<file path="config.mk">
export PLATFORM = sky130hd
export DESIGN_NAME = flow_read_scheduler
export DESIGN_NICKNAME = d
export VERILOG_FILES = /design/src/rtl/flow_read_scheduler.sv
export SDC_FILE = /design/constraint.sdc
export NUM_CORES = 1
export LEC_CHECK = 0
export CAP_MARGIN = 20
export CORE_UTILIZATION = 43
export DETAILED_ROUTE_END_ITERATION = 10
export PLACE_DENSITY_LB_ADDON = 0.15
export SLEW_MARGIN = 10
export SYNTH_ARGS = -nofsm -noshare
export SYNTH_HDL_FRONTEND = slang
export SYNTH_SLANG_ARGS = --single-unit
</file>
<file path="constraint.sdc">
create_clock -name clk -period 2.25 [get_ports clk]
set_input_delay 0.45 -clock clk [delete_from_list [all_inputs] [get_ports clk]]
set_output_delay 0.45 -clock clk [all_outputs]
set_load 0.01 [all_outputs]
</file>
<file path="src/rtl/flow_read_scheduler.sv">
// flow_read_scheduler: source side of the flowControl pause protocol.
// Drains N = FIFO_COUNT-1 source FIFOs round-robin. A channel is popped only
// while flowControl grants cf[i]. Each popped word is forwarded downstream one
// cycle later with a valid strobe and its channel index. A small FSM tracks
// idle/active/paused operation and counts the cycles spent paused.
module flow_read_scheduler #(
  parameter  int FIFO_COUNT = 5,
  parameter  int DATA_WIDTH = 6,
  localparam int N          = FIFO_COUNT - 1,
  localparam int CW         = (N > 1) ? $clog2(N) : 1
) (
  input  logic                  clk,
  input  logic                  rst,
  input  logic                  enb,
  input  logic [N-1:0]          cf,
  input  logic [N-1:0]          empty_in,
  input  logic [N-1:0]          almost_empty_in,
  input  logic [N*DATA_WIDTH-1:0] data_in,
  output logic [N-1:0]          pop,
  output logic [DATA_WIDTH-1:0] data_out,
  output logic                  valid_out,
  output logic [CW-1:0]         chan_out,
  output logic                  paused,
  output logic [7:0]            pause_count
);

  typedef enum logic [1:0] {
    S_IDLE   = 2'd0,
    S_ACTIVE = 2'd1,
    S_PAUSED = 2'd2
  } state_t;

  state_t                state_q, state_d;
  logic [CW-1:0]         rr_ptr;
  logic [N-1:0]          pop_q;
  logic [CW-1:0]         pop_chan_q;

  logic [N-1:0]          elig;
  logic                  any_elig;
  logic                  any_nonempty;
  logic                  cf_blocked;
  logic                  pick_valid;
  logic [CW-1:0]         pick_idx;
  logic [N-1:0]          pop_d;
  logic [CW-1:0]         rr_next;
  logic [DATA_WIDTH-1:0] sel_word;
  int                    cand;

  // A channel may be popped when granted, non-empty, and not about to underflow:
  // the empty flag lags a pop by one cycle, so a channel popped this cycle with
  // almost_empty set must sit out one pick.
  always_comb begin
    elig         = enb ? (cf & ~empty_in & ~(pop_q & almost_empty_in)) : '0;
    any_elig     = |elig;
    any_nonempty = |(~empty_in);
    cf_blocked   = any_nonempty & ~(|(cf & ~empty_in));
  end

  // Round-robin pick: first eligible channel at or after rr_ptr, wrapping N-1 -> 0.
  // NOTE: every signal driven here gets a default first, so no path leaves a
  // value unassigned and no latch is inferred.
  always_comb begin
    pick_valid = 1'b0;
    pick_idx   = '0;
    cand       = 0;
    for (int k = 0; k < N; k++) begin
      cand = int'(rr_ptr) + k;
      if (cand >= N) cand = cand - N;
      if (!pick_valid && elig[cand]) begin
        pick_valid = 1'b1;
        pick_idx   = CW'(cand);
      end
    end
    pop_d   = pick_valid ? (N'(1) << pick_idx) : '0;
    rr_next = (pick_idx == CW'(N - 1)) ? '0 : pick_idx + CW'(1);
  end

  // Pop strobe and pointer registers; pop is the registered one-hot of the pick.
  // NOTE: sequential state uses non-blocking assignments so every flop samples
  // pre-edge values regardless of statement order.
  always_ff @(posedge clk) begin
    if (rst) begin
      pop_q      <= '0;
      pop_chan_q <= '0;
      rr_ptr     <= '0;
    end else begin
      pop_q <= pop_d;
      if (pick_valid) begin
        pop_chan_q <= pick_idx;
        rr_ptr     <= rr_next;
      end
    end
  end

  // Select the read data of the channel currently being popped.
  always_comb begin
    sel_word = '0;
    for (int i = 0; i < N; i++) begin
      if (pop_q[i]) sel_word = data_in[i*DATA_WIDTH +: DATA_WIDTH];
    end
  end

  // Capture the popped word one cycle after its pop; this happens even with
  // enb low because the source FIFO has already advanced.
  always_ff @(posedge clk) begin
    if (rst) begin
      data_out  <= '0;
      chan_out  <= '0;
      valid_out <= 1'b0;
    end else begin
      valid_out <= |pop_q;
      if (|pop_q) begin
        data_out <= sel_word;
        chan_out <= pop_chan_q;
      end
    end
  end

  // FSM state register; state freezes while enb is low.
  always_ff @(posedge clk) begin
    if (rst) state_q <= S_IDLE;
    else     state_q <= state_d;
  end

  // FSM next-state logic and paused decode.
  always_comb begin
    state_d = state_q;
    paused  = (state_q == S_PAUSED);
    if (enb) begin
      unique case (state_q)
        S_IDLE: begin
          if (any_elig)        state_d = S_ACTIVE;
          else if (cf_blocked) state_d = S_PAUSED;
        end
        S_ACTIVE: begin
          if (!any_nonempty)   state_d = S_IDLE;
          else if (cf_blocked) state_d = S_PAUSED;
        end
        S_PAUSED: begin
          if (any_elig)           state_d = S_ACTIVE;
          else if (!any_nonempty) state_d = S_IDLE;
        end
        default: state_d = S_IDLE;
      endcase
    end
  end

  // Saturating count of paused cycles, stepped for each cycle that is spent
  // in PAUSED; cleared only by reset.
  always_ff @(posedge clk) begin
    if (rst) begin
      pause_count <= '0;
    end else if (enb && state_d == S_PAUSED && pause_count != 8'hFF) begin
      pause_count <= pause_count + 8'd1;
    end
  end

  assign pop = pop_q;

endmodule

</file>
# ---- After elaboration in Yosys (flattened, before gate mapping)
# Cells that the tools add are included.
dict set report op_classes {
  eq_ne 5
  order_cmp 8
  shift 1
  n_reduce_logical 14
  addsub 9
  bitwise_logic 8
  n_mux 37
}
# operator count
set ops {}
lappend ops {{< comparator 32 x 4 -> 1 bit (second input constant)} 4}
lappend ops {{two-way mux 32 bit} 4}
lappend ops {{two-way mux 6 bit} 4}
lappend ops {{two-way mux 2 bit} 11}
lappend ops {{OR reduction 4 bit} 4}
lappend ops {{AND 4 bit} 3}
lappend ops {{two-way mux 1 bit} 12}
lappend ops {{subtractor 3 x 3 -> 4 bit (second input constant)} 3}
lappend ops {{greater-or-equal comparator 3 bit (second input constant)} 3}
lappend ops {{adder 8 x 1 -> 8 bit (second input constant)} 1}
lappend ops {{binary-select mux 1 bit (select 2 bit)} 4}
lappend ops {{!= test 8 bit (second input constant)} 1}
lappend ops {{NOT 4 bit} 2}
lappend ops {{adder 2 x 2 -> 3 bit (second input constant)} 2}
lappend ops {{equality test 2 bit (second input constant)} 3}
lappend ops {{one-hot mux 2 bit (3 select lines)} 1}
lappend ops {{logical AND 1 bit} 5}
lappend ops {{two-way mux 4 bit} 1}
lappend ops {{left shift 1 x 2 -> 4 bit (first input constant)} 1}
lappend ops {{subtractor 2 x 3 -> 4 bit (second input constant)} 1}
lappend ops {{adder 2 x 1 -> 3 bit (second input constant)} 1}
lappend ops {{greater-or-equal comparator 2 x 3 -> 1 bit (second input constant)} 1}
lappend ops {{logical NOT 1 bit} 3}
lappend ops {{adder 2 x 1 -> 2 bit (second input constant)} 1}
lappend ops {{other kinds (5)} 6}
dict set report totals {
  in_bits 39
  out_inout_bits 22
  register_bits 27
  word_cells 90
}

# ---- Depth between registers and ports, before layout
dict set report logic_depth {
  word_depth 19
  mapped_depth 9
  depth_no_buf 8
}

# ---- Least setup slack after synthesis
# Ideal clock, no wire load.
dict set report synth_path {
  path_kind {in2reg}
  start {in cf[2]}
  end {reg rr_ptr[0]}
  cell_stages 7
  t_arrival_ps 1859
  required_ps 2154
  setup_ps 96
  slack_ps 295
  n_path_buf 0
  cell_sequence {nor2b_2 nand3_1 o221a_2 o21ai_2 inv_2 ha_1 o41ai_2}
}
dict set report synth_via {
  elab_chain_len 18
  word_cells_on_any_way 32
  classes_between {add/sub (1); eq/ne (1); mux (22); bitwise (2); reduce/logical (6)}
}
# item line_no
set synth_lines {}
lappend synth_lines {{start: declaration} 15} ;# input logic [N-1:0] cf,
lappend synth_lines {{AND 4 bit (*) (2 in series)} 53} ;# elig = enb ? (cf & ~empty_in & ~(pop_q & almost_empty_in)) : '0;
lappend synth_lines {{two-way mux 4 bit (*)} 53}
lappend synth_lines {{binary-select mux 1 bit (select 2 bit)} 69} ;# if (!pick_valid && elig[cand]) begin
lappend synth_lines {{two-way mux 1 bit (not written as such) (2 in series)} 69}
lappend synth_lines {{two-way mux 1 bit} 69}
lappend synth_lines {{logical NOT 1 bit} 69}
lappend synth_lines {{logical AND 1 bit} 69}
lappend synth_lines {{two-way mux 1 bit} 69}
lappend synth_lines {{logical NOT 1 bit} 69}
lappend synth_lines {{logical AND 1 bit} 69}
lappend synth_lines {{two-way mux 1 bit} 69}
lappend synth_lines {{logical NOT 1 bit} 69}
lappend synth_lines {{logical AND 1 bit} 69}
lappend synth_lines {{two-way mux 2 bit (*)} 69}
lappend synth_lines {{via pick_idx[0]} 43} ;# logic [CW-1:0] pick_idx;
lappend synth_lines {{adder 2 x 1 -> 2 bit / equality test 2 bit (equally long branches)} 75} ;# rr_next = (pick_idx == CW'(N - 1)) ? '0 : pick_idx + CW'(1);
lappend synth_lines {{two-way mux 2 bit (*)} 75}
lappend synth_lines {{end signal: assignment} 90} ;# rr_ptr <= rr_next;
lappend synth_lines {{end: declaration} 34} ;# logic [CW-1:0] rr_ptr;
# The timed path passes the listed nets; every way through them passes the cells marked *. The select of a mux whose other input is x is not followed.
# A chain may end at the register's enable or synchronous reset.

# ---- Worst setup path in the final report
dict set report layout_path {
  start {in cf[0]}
  end {reg rr_ptr[0]}
}
# The elaborated chain is that of the path after synthesis.

==> impl_metrics.py <==
metrics = {
    "global_route": {
        "grt_use_total_pct": 20.2,
        "grt_pass1_wl_mm": 5.85,
        "grt_pass1_vias": 1445,
        "antenna_found_initial": 0,
        "grt_max_degree": 31,
        "overflow": 0,
    },
    "synth": {
        "synthTopCellsByArea": "dfxtp_1 (35%), a221oi_1 (5.7%), nor2b_1 (4.9%)",
        "synth-seq-cells": 27,
        "synth_flop_cell": "dfxtp_1",
        "synth.distinct_cells": 50,
        "syn_nets": 215,
        "yosys-top-cells-count": "dfxtp_1 (27), nor2_1 (16), nor2b_1 (12), nand2_1 (11), a221oi_1 (10)",
        "synth-async-reset-ratio_pct": 0,
        "synth.top_cell.area_share_pct": 35.2,
        "synth_edf_count": 0,
        "syn_area_sq_um": 1540,
        "ys_seq_area_share_pct": 35.2,
        "yosys_warnings": 0,
        "syn_area_per_cell_sq_um": 8.82,
        "yosys.cell_count.top_type": "dfxtp_1",
        "synth.largest_area_cell": "dfxtp_1",
        "netlist_instances": 174,
    },
    "timing": {
        "fin_worst_skew_ns": 0.0111,
        "relSlewSlack_pct": 77.8,
        "fin_crit_sh_pct": 96.7,
        "setup_viol": 0,
        "hold_slack_ns": 0.491,
        "rsz0062_at_grt": "false",
        "period_needed_ns": 2.18,
        "tns_ns": 0,
        "drv_slew": 0,
        "worst_pin_slew_ns": 0.333,
        "clock.fmax_mhz": 460,
        "hold_viol_final": 0,
    },
    "placement": {
        "dp_hpwl_mm": 3.04,
        "port_buffers": 60,
        "place.gp.congestion": 0.833,
    },
    "setup_path": {
        "end_kind": "flop",
        "critPathArrivalTime_ns": 2.40,
        "start_kind": "input port",
        "crit_required_ns": 2.48,
        "path_max_fanout": 5,
        "critPathKind": "input port to flop",
    },
    "pwr": {
        "leakage_uw": 0.000832,
        "peakVddDrop_mv": 0.290,
        "p_per_area_nw_per_um2": 453,
    },
    "die": {
        "initial_utilization_pct": 45.3,
        "core-area_sq_um": 3390,
        "die_h_um": 61.8,
        "dieArea_sq_um": 3810,
        "rows": 21,
        "num_io_pins": 61,
        "die_x_um": 61.8,
    },
    "clock_network": {
        "cts_setup_buffers": 0,
        "clk_latency_ns": 0.32,
        "clk_pin_slew_ns": 0.15,
        "cts.repair.resized": 0,
        "htreeDepth": 1,
        "root_buffer": "clkbuf_4",
        "cts_tree": "done",
        "holdBufCountCts": 0,
        "cts.path.max_buffers": 2,
        "cts_made_buffers": 3,
        "cts.sink_count": 27,
    },
    "drt": {
        "drt_iter0_drc": 91,
        "route.vias.total": 1576,
        "wl_mm": 3.87,
        "drc": 0,
        "drtAntennaViolNets": 0,
        "firstDrtPassIters": 4,
        "detail_route.wl_per_cell_um": 13.4,
        "via_per_inst": 5.47,
    },
    "finish": {
        "diodes": 0,
        "register_area_sq_um": 541,
        "areaGrowthSynthToFinish_pct": 49.6,
        "drive_gt1_share_pct": 15.3,
        "final_nets": 284,
        "multi_input_area_sq_um": 927,
        "fillers": 275,
    },
    "job": {
        "maxCapViolations": 0,
    },
    "hold_path": {
        "hp-class": "flop to flop",
    },
    "outcome": {
        "status": "finished, final reports clean",
    },
}
==> report_power, final <==
part,internal (uW),switching (uW),total [uW]
Sequential,504,17.9,522
Combinational,178,131,310
Clock,67.8,140,207
==> registers in the layout, summed over array words and instances, names as in the netlist <==
register	cells
data_out	6
valid_out	1
rr_ptr	2
pause_count	8
pop_chan_q	2
chan_out	2
pop	4
state_q	2
==> layout by cell type, fill, tap and decap left out, types with 2 or more instances in the layout <==
master	count
inv_1	5
or4_1	2
dfxtp_1	27
nand2_1	11
a211oi_1	2
nor4_2	2
nor2b_1	12
o221a_2	2
mux2_1	3
o41ai_1	2
mux2i_1	3
clkdlybuf4s50_1	60
buf_4	13
nand4_1	3
nor2b_2	2
nor2_1	16
nor4_1	3
ha_1	2
o31ai_1	3
a21oi_1	9
nand3_1	7
nand3b_1	3
o21ai_0	5
a221oi_1	10
clkbuf_4	3
and2_1	2
nor3_1	5
==> critical path, stage by stage <==
cell and delay (ns):
clkdlybuf4s50_1 0.45, nor2b_2 0.26, nand3_1 0.21, o221a_2 0.31, o21ai_2 0.17, inv_2 0.06, ha_1 0.19, o41ai_2 0.30
==> metal layers <==
layer | part of all wire [%] | GRT usage, %
met2 | 50 | 40.9
met4 | 0.59 | 5.08
met3 | 7.8 | 2.69
met1 | 41 | 21.7
met5 | 0 | 0
==> kinds of logic after synthesis <==
| kind of cell | share of synthesized area [%] |
|---|---|
| and+or+nand+nor | 30.2 |
| AOI/OAI and AO/OA | 24.5 |
| DFF | 35.2 |
| buffers and inverters | 4.40 |
| muxes | 4.16 |
| adders and majority gates | 1.63 |
==> per-stage QoR <==
| stage | utilization [%] | worst slack (ns) | total power (uW) | instance area (sq um) | instances |
|---|---|---|---|---|---|
| floorplan | - | 0.295 | 682 | 1540 | 174 |
| global placement | 66.9 | -0.186 | 835 | 2270 | 284 |
| detailed placement | 66.9 | -0.266 | 843 | 2270 | 284 |
| CTS | 67.7 | 0.0802 | 1060 | 2300 | 288 |
| global route | 67.7 | 0.0136 | 1100 | 2300 | 288 |
| finish | 67.7 | 0.0750 | 1040 | 2300 | 288 |
==> worst paths after layout <==
check	depth (start not counted)	slack, ns	from	endpoint
hold / removal	2	0.49	pop_chan_q[0]$_SDFFE_PP0N_	pop_chan_q[0]$_SDFFE_PP0N_
hold reg to reg	2	0.49	pop_chan_q[0]$_SDFFE_PP0N_	pop_chan_q[0]$_SDFFE_PP0N_
setup / recovery	8	0.07	cf[0]	rr_ptr[0]$_SDFFE_PP0N_
setup reg to reg	6	0.45	pop[0]$_SDFF_PP0_	pause_count[4]$_SDFFE_PP0P_
==> final cells by class <==
cell class                 count  area share, %
multi-input combinational    131           40.4
timing repair buffer          74           31.3
sequential                    27           23.5
tap                           46           2.51
clock buffer                   3          0.981
inverter                       6          0.981
clock inverter                 1          0.327
(Power assumes the default switching activity.)
